<file path="src/rtl/ctrl_pkg.sv">
// Shared encodings for the multi-cycle sequencer:
// FSM states, opcode fields and the strobe bundle.
package ctrl_pkg;

  typedef enum logic [2:0] {
    S_FETCH  = 3'd0,
    S_DECODE = 3'd1,
    S_EXEC   = 3'd2,
    S_WB     = 3'd3,
    S_BRANCH = 3'd4,
    S_HALTED = 3'd5,
    S_ERROR  = 3'd6
  } state_e;

  localparam logic [1:0] OP_ALU_R  = 2'b00;
  localparam logic [1:0] OP_ALU_I  = 2'b01;
  localparam int         OP_BR_BIT = 1;

  typedef struct packed {
    logic imem_req;
    logic ir_write;
    logic pc_write;
    logic pc_src;
    logic reg_write;
    logic alu_src;
    logic imm_sel;
  } strobes_t;

endpackage

</file>
<file path="src/rtl/fetch_timer.sv">
// Counts FETCH cycles spent waiting for imem_ack;
// expire_o flags the last cycle allowed before timeout.
module fetch_timer #(
  parameter int TIMEOUT = 15
) (
  input  logic clk,
  input  logic reset,
  input  logic clr_i,
  input  logic inc_i,
  output logic expire_o
);

  localparam int W = $clog2(TIMEOUT + 1);
  localparam logic [W-1:0] LAST = W'(TIMEOUT - 1);

  logic [W-1:0] cnt_q, cnt_d;

  always_comb begin
    cnt_d = cnt_q;
    if (clr_i)
      cnt_d = '0;
    else if (inc_i)
      cnt_d = cnt_q + W'(1);
  end

  always_ff @(posedge clk) begin
    if (reset)
      cnt_q <= '0;
    else
      cnt_q <= cnt_d;
  end

  assign expire_o = (cnt_q == LAST);

endmodule

</file>
<file path="src/rtl/multi_cycle_ctrl.sv">
// Multi-cycle sequencer: fetch handshake, decode,
// exec/branch, writeback, halt and retire count.
module multi_cycle_ctrl
  import ctrl_pkg::*;
#(
  parameter int TIMEOUT = 15,
  parameter int CNT_W   = 16
) (
  input  logic             clk,
  input  logic             reset,
  input  logic [1:0]       opcode,
  input  logic             imem_ack,
  input  logic             halt,
  output logic             imem_req,
  output logic             IRWrite,
  output logic             PCWrite,
  output logic             PCSrc,
  output logic             RegWrite,
  output logic             ALUSrc,
  output logic             ImmSel,
  output logic [2:0]       state_o,
  output logic             fetch_timeout,
  output logic [CNT_W-1:0] retired
);

  state_e           state_q, state_d;
  logic [1:0]       op_q;
  logic [CNT_W-1:0] ret_q;
  logic             in_fetch;
  logic             retire;
  logic             tmr_exp;
  strobes_t         stb;

  assign in_fetch = (state_q == S_FETCH);
  assign retire   = (state_q == S_WB) ||
                    (state_q == S_BRANCH);

  fetch_timer #(
    .TIMEOUT (TIMEOUT)
  ) u_timer (
    .clk      (clk),
    .reset    (reset),
    .clr_i    (in_fetch & imem_ack),
    .inc_i    (in_fetch & ~imem_ack),
    .expire_o (tmr_exp)
  );

  // An ack on the final allowed cycle wins over expiry.
  always_comb begin
    state_d = state_q;
    case (state_q)
      S_FETCH: begin
        if (imem_ack)
          state_d = S_DECODE;
        else if (tmr_exp)
          state_d = S_ERROR;
      end
      S_DECODE:
        state_d = opcode[OP_BR_BIT] ? S_BRANCH
                                    : S_EXEC;
      S_EXEC:
        state_d = S_WB;
      S_WB, S_BRANCH:
        state_d = halt ? S_HALTED : S_FETCH;
      S_HALTED:
        if (!halt)
          state_d = S_FETCH;
      S_ERROR:
        state_d = S_ERROR;
      default:
        state_d = S_ERROR;
    endcase
  end

  always_ff @(posedge clk) begin
    if (reset) begin
      state_q <= S_FETCH;
      op_q    <= '0;
      ret_q   <= '0;
    end else begin
      state_q <= state_d;
      if (state_q == S_DECODE)
        op_q <= opcode;
      if (retire)
        ret_q <= ret_q + CNT_W'(1);
    end
  end

  // Strobes decode the registered state; reset masks them all.
  always_comb begin
    stb = '0;
    if (!reset) begin
      case (state_q)
        S_FETCH: begin
          stb.imem_req = 1'b1;
          stb.ir_write = imem_ack;
        end
        S_EXEC: begin
          stb.alu_src = (op_q == OP_ALU_I);
        end
        S_WB: begin
          stb.reg_write = 1'b1;
          stb.alu_src   = (op_q == OP_ALU_I);
          stb.pc_write  = 1'b1;
        end
        S_BRANCH: begin
          stb.pc_write = 1'b1;
          stb.pc_src   = 1'b1;
          stb.imm_sel  = 1'b1;
        end
        default: stb = '0;
      endcase
    end
  end

  assign imem_req      = stb.imem_req;
  assign IRWrite       = stb.ir_write;
  assign PCWrite       = stb.pc_write;
  assign PCSrc         = stb.pc_src;
  assign RegWrite      = stb.reg_write;
  assign ALUSrc        = stb.alu_src;
  assign ImmSel        = stb.imm_sel;
  assign state_o       = state_q;
  assign fetch_timeout = !reset &&
                         (state_q == S_ERROR);
  assign retired       = ret_q;

endmodule

</file>
<file path="config.mk">
export PLATFORM = sky130hd
export DESIGN_NAME = multi_cycle_ctrl
export DESIGN_NICKNAME = d
export VERILOG_FILES = /design/src/rtl/ctrl_pkg.sv /design/src/rtl/fetch_timer.sv /design/src/rtl/multi_cycle_ctrl.sv
export SDC_FILE = /design/constraint.sdc
export NUM_CORES = 1
export LEC_CHECK = 0
export CORE_ASPECT_RATIO = 1.1
export CORE_UTILIZATION = 31
export DETAILED_ROUTE_END_ITERATION = 8
export GPL_TIMING_DRIVEN = 0
export PLACE_DENSITY = 0.62
export SLEW_MARGIN = 10
export SYNTH_ARGS = -nofsm -noshare
export SYNTH_HDL_FRONTEND = slang
export SYNTH_SLANG_ARGS = --single-unit
</file>
<file path="constraint.sdc">
create_clock -name clk -period 2.2 [get_ports clk]
set_input_delay 0.33 -clock clk [delete_from_list [all_inputs] [get_ports clk]]
set_output_delay 0.33 -clock clk [all_outputs]
set_load 0.02 [all_outputs]
</file>
# ---- Yosys cells after proc, flatten, opt, wreduce, memory -nomap -nowiden
# Cells that the tools add are included.
dict set report word_totals {
  regBits 25
  input_bits 6
  out_inout_bits 27
  wordCells 39
}
dict set report op_classes {
  add_sub_neg 2
  n_eq_ne 10
  muxes 12
  bitwise_logic 3
  n_reduce_logical 8
}
# op count
set op_table {}
lappend op_table {{adder 16 x 1 -> 16 bit, second input constant} 1}
lappend op_table {{two-way mux 3 bit} 5}
lappend op_table {{one-hot mux 3 bit (5 select lines)} 1}
lappend op_table {{equality test 3 bit, second input constant} 3}
lappend op_table {{two-way mux 7 bit} 1}
lappend op_table {{equality test 3 x 2 -> 1 bit, second input constant} 2}
lappend op_table {{OR reduction 2 bit} 3}
lappend op_table {{adder 4 x 1 -> 4 bit, second input constant} 1}
lappend op_table {{equality test 4 bit, second input constant} 1}
lappend op_table {{two-way mux 1 bit} 4}
lappend op_table {{equality test 3 x 1 -> 1 bit, second input constant} 1}
lappend op_table {{zero test 3 bit} 1}
lappend op_table {{inequality test 3 x 2 -> 1 bit, second input constant} 1}
lappend op_table {{AND 1 bit} 2}
lappend op_table {{equality test 2 x 1 -> 1 bit, second input constant} 1}
lappend op_table {{two-way mux 2 bit} 1}
lappend op_table {{inequality test 2 bit, second input constant} 1}
lappend op_table {{AND reduction 2 bit} 1}
lappend op_table {{logical AND 1 bit} 1}
lappend op_table {{zero test 1 bit} 1}
lappend op_table {{logical OR 1 bit} 1}
lappend op_table {{inverter 1 bit} 1}

# ---- Longest topological paths before layout
dict set report logic_depth {
  ltp_word 4
  depth_mapped 6
  mapped_depth_nobuf 5
}

# ---- Cells and area by module
# A second synthesis with hierarchy kept.
dict set report hier_totals {
  cells_unflattened 161
  area_unflattened_um2 1346.3
}
# mod instances cells_per_inst area_per_inst_um2 seq_area_each_um2
set modules_own_cells {}
lappend modules_own_cells {multi_cycle_ctrl 1 141 1148.6 420.4}
lappend modules_own_cells {fetch_timer 1 20 197.7 80.1}

# ---- Worst setup path after synthesis
# No wires, ideal clock.
dict set report synth_timing {
  path_type {register to output}
  startpoint {register state_q[2], in the netlist state_o[2]}
  endpoint {output PCWrite}
  arrival_ns 1.842
  required_time_ns 1.870
  path_slack_ns 0.028
  stages_incl_launch_ff 4
  n_path_buf 1
  path_cell_list {dfxtp_1 > buf_2 > nor4b_1 > or2_2}
}
dict set report synth_between {
  elab_chain_len 4
  elab_cells_between_ends 5
  classes_between {eq/ne (2); mux (2); reduce/logical (1)}
}
# item line_no
set synth_lines {}
lappend synth_lines {{start, declared} multi_cycle_ctrl.sv:26} ;# state_e state_q, state_d;
lappend synth_lines {{start signal, assigned} multi_cycle_ctrl.sv:81} ;# state_q <= state_d;
lappend synth_lines {{equality test 3 x 2 -> 1 bit or equality test 3 bit (tied branches)} multi_cycle_ctrl.sv:93} ;# case (state_q)
lappend synth_lines {{OR reduction 2 bit (no line) *} n/a}
lappend synth_lines {{two-way mux 1 bit *} multi_cycle_ctrl.sv:93}
lappend synth_lines {{two-way mux 7 bit *} multi_cycle_ctrl.sv:92} ;# if (!reset) begin
lappend synth_lines {{end, declared} multi_cycle_ctrl.sv:16} ;# output logic PCWrite,
# Mark *: on every way between the ends. The rest lies on a longest branch, timed or not.

# ---- Worst setup path after layout
# Ends and elaborated chain as after synthesis.

==> run summary <==
Routed Antenna Nets = 0
met3 routed WL = 122 microns
Initial Util = 0.327
ys async rst share = 0
HP Class = flip-flop to flip-flop
Port Buffer Count = 30
crit path max fanout = 10
Synth Register Bits = 25
top area cells in the synthesized netlist = dfxtp_1 (38%), a21oi_1 (5.7%), nor2_1 (5.5%)
final hold vios = 0
clock skew = 0.00196 ns
Post-layout nets = 200
uppermost layer routed = met4
Reg-to-Reg Start = retired[0]
Root Buffer Master = clkbuf_8
Mapped Nets = 166
GR Util All Layers = 0.137
Placed Instance Area = 0.00167 sq mm
antenna fix cells = 0
DR iter-0 viols = 42
top-area cell type share of the netlist area = 0.383
Synth Flop Type = dfxtp_1
share of layout cells above drive strength 1 = 0.0789
Wirelength per Cell = 11.8 microns
Yosys top cell by area = dfxtp_1
measured slew at the worst slew-check pin = 0.514 ns
post-layout instance area = 0.00174 sq mm
vias per inst = 5.11
die width = 63.9 microns
Fmax = 489 MHz
IO Pins = 33
first-pass GRT wire length = 5040 microns
H-tree levels = 1
Seq. cell area = 500 sq um
outcome = completed
Placement Setup Slack = 0.00610 ns
placed instance count = 239
die area = 0.00448 sq mm
Startpoint Class = flip-flop
Bufs on Longest Clock Path = 2
worst setup margin = 0.154 ns
warnings from Yosys = 0
HPWL Detailed = 2120 microns
chip height = 70.1 microns
drt drc = 0
core area = 0.00399 sq mm
Period minus WS final = 2.05 ns
Multi-input gate area = 759 sq um
Clk pin slew, worst setup/hold paths = 0.09 ns
Num CTS Buffers = 3
power density over the cells = 635 mW/mm^2
worst endpoint data arrival time = 1.72 ns
CTS Sinks = 25
GRT overflow = 0
synth-to-layout area growth = 33.0%
Post-Syn Area = 0.00131 sq mm
Post-synth EDFFs = 0
Max Slew Vio Count = 0
Synth Area per Inst = 8.32 sq um
wl on met1 = 1380 microns
initial antenna violation count = 0
TNS Setup = 0 ns
Layout fillers = 410
maxcap violations = 0
RSZ-0062 raised after global routing = no
VDD IR-drop max = 0.241 mV
Crit path required time = 1.87 ns
Mapped Cells = 157
WL met2 = 1350 microns
max_slew headroom = 0.648
Crit. Startpoint = state_o[2]
largest net degree at the start of global routing = 14
CP Class = flip-flop to output port
fin cells = 242
GP Congestion = 0.730
leak pwr = 0.613 nW
critical path endpoint category = output port
Tcrit/Tclk final = 0.930
Yosys cell types = 38
vias = 1236
CTS tree = done
final wirelength = 2860 microns
post-synthesis sequential area ratio = 0.383
vias in the first global route = 1129
Initial DRT Pass Iterations = 4
Hold Startpoint = op_q[1]
final-report setup violation count = 0
row count = 24
clock latency at the later pin of the worst-skew pair = 0.26 ns
[power breakdown]
group          switching, W  internal (W)
sequential        0.0000281      0.000480
combinational      0.000180      0.000145
clock              0.000140      0.000129
[worst paths after layout]
| kind | to | cells after the start | slack [ns] |
|---|---|---|---|
| setup / recovery | PCWrite | 5 | 0.15 |
| setup reg to reg | retired[14] | 5 | 0.20 |
| hold / removal | op_q[1] | 2 | 0.48 |
| hold reg to reg | op_q[1] | 2 | 0.48 |
[sequential cells by signal (all words and copies together) (netlist names)]
signal and count:
op_q 2, retired 16, state_o 3, u_timer.cnt_q 4
[critical path, cell delays in order, from the launching register on]
cell and delay (ns):
dfxtp_1 0.40, buf_2 0.22, nand2b_2 0.18, nor2_1 0.06
or2_2 0.28, dlygate4sd2_1 0.32
[final cells by class]
cell class	instances	area share
multi-input cells	119	0.437
flip-flops and latches	25	0.288
repair buffers	30	0.171
plain buffers	11	0.0375
well taps	52	0.0375
clock buffers	4	0.0259
inverters	1	0.00216
[synth_stat cells, drive strengths merged, types with 3 or more instances]
master and number:
a211oi 3, a21oi 15, buf 4, clkbuf 8
dfxtp 25, ha 3, nand2 10, nand2b 3
nand3 7, nand4 3, nor2 19, o21ai 7
o31ai 4, or3 3, or4 5, xnor2 6
xor2 4
[timing repair]
action | CTS | global route
hold buffers | 0 | 0
setup endpoints to repair | 6 | 4
gates cloned | 0 | 0
setup buffers | 0 | 0
resized for setup | 8 | 6
endpoints found under the hold margin | 0 | 0
[cell usage in the layout (no fill, tap or decap), drive strengths merged, types with 5 or more instances in the layout]
master	count
a21oi	15
nand2	10
clkbuf	11
o21ai	7
nand3	7
or4	5
xnor2	6
clkdlybuf4s50	23
dfxtp	25
nor2	19
buf	5
[kinds of logic after synthesis]
group / Yosys count / synth area share
compound gates: 40 / 0.194
xor+xnor: 10 / 0.0670
fa+ha+maj: 3 / 0.0287
buf+inv: 13 / 0.0527
flops: 25 / 0.383
simple gates: 66 / 0.274
[metal layers]
metal,up-vias,GRT usage
li1,635,-
met1,569,0.191
met2,30,0.222
met3,2,0.0229
met4,0,0.0227
met5,-,0
[through the flow]
stage	util	power (W)	hold WS (ns)
finish	0.435	0.00110	0.483
global route	0.435	0.00117	0.530
global placement	0.419	0.000834	0.468
floorplan	-	0.000728	0.448
detailed placement	0.419	0.000838	0.472
CTS	0.432	0.00111	0.486
(Power assumes the default switching activity.)
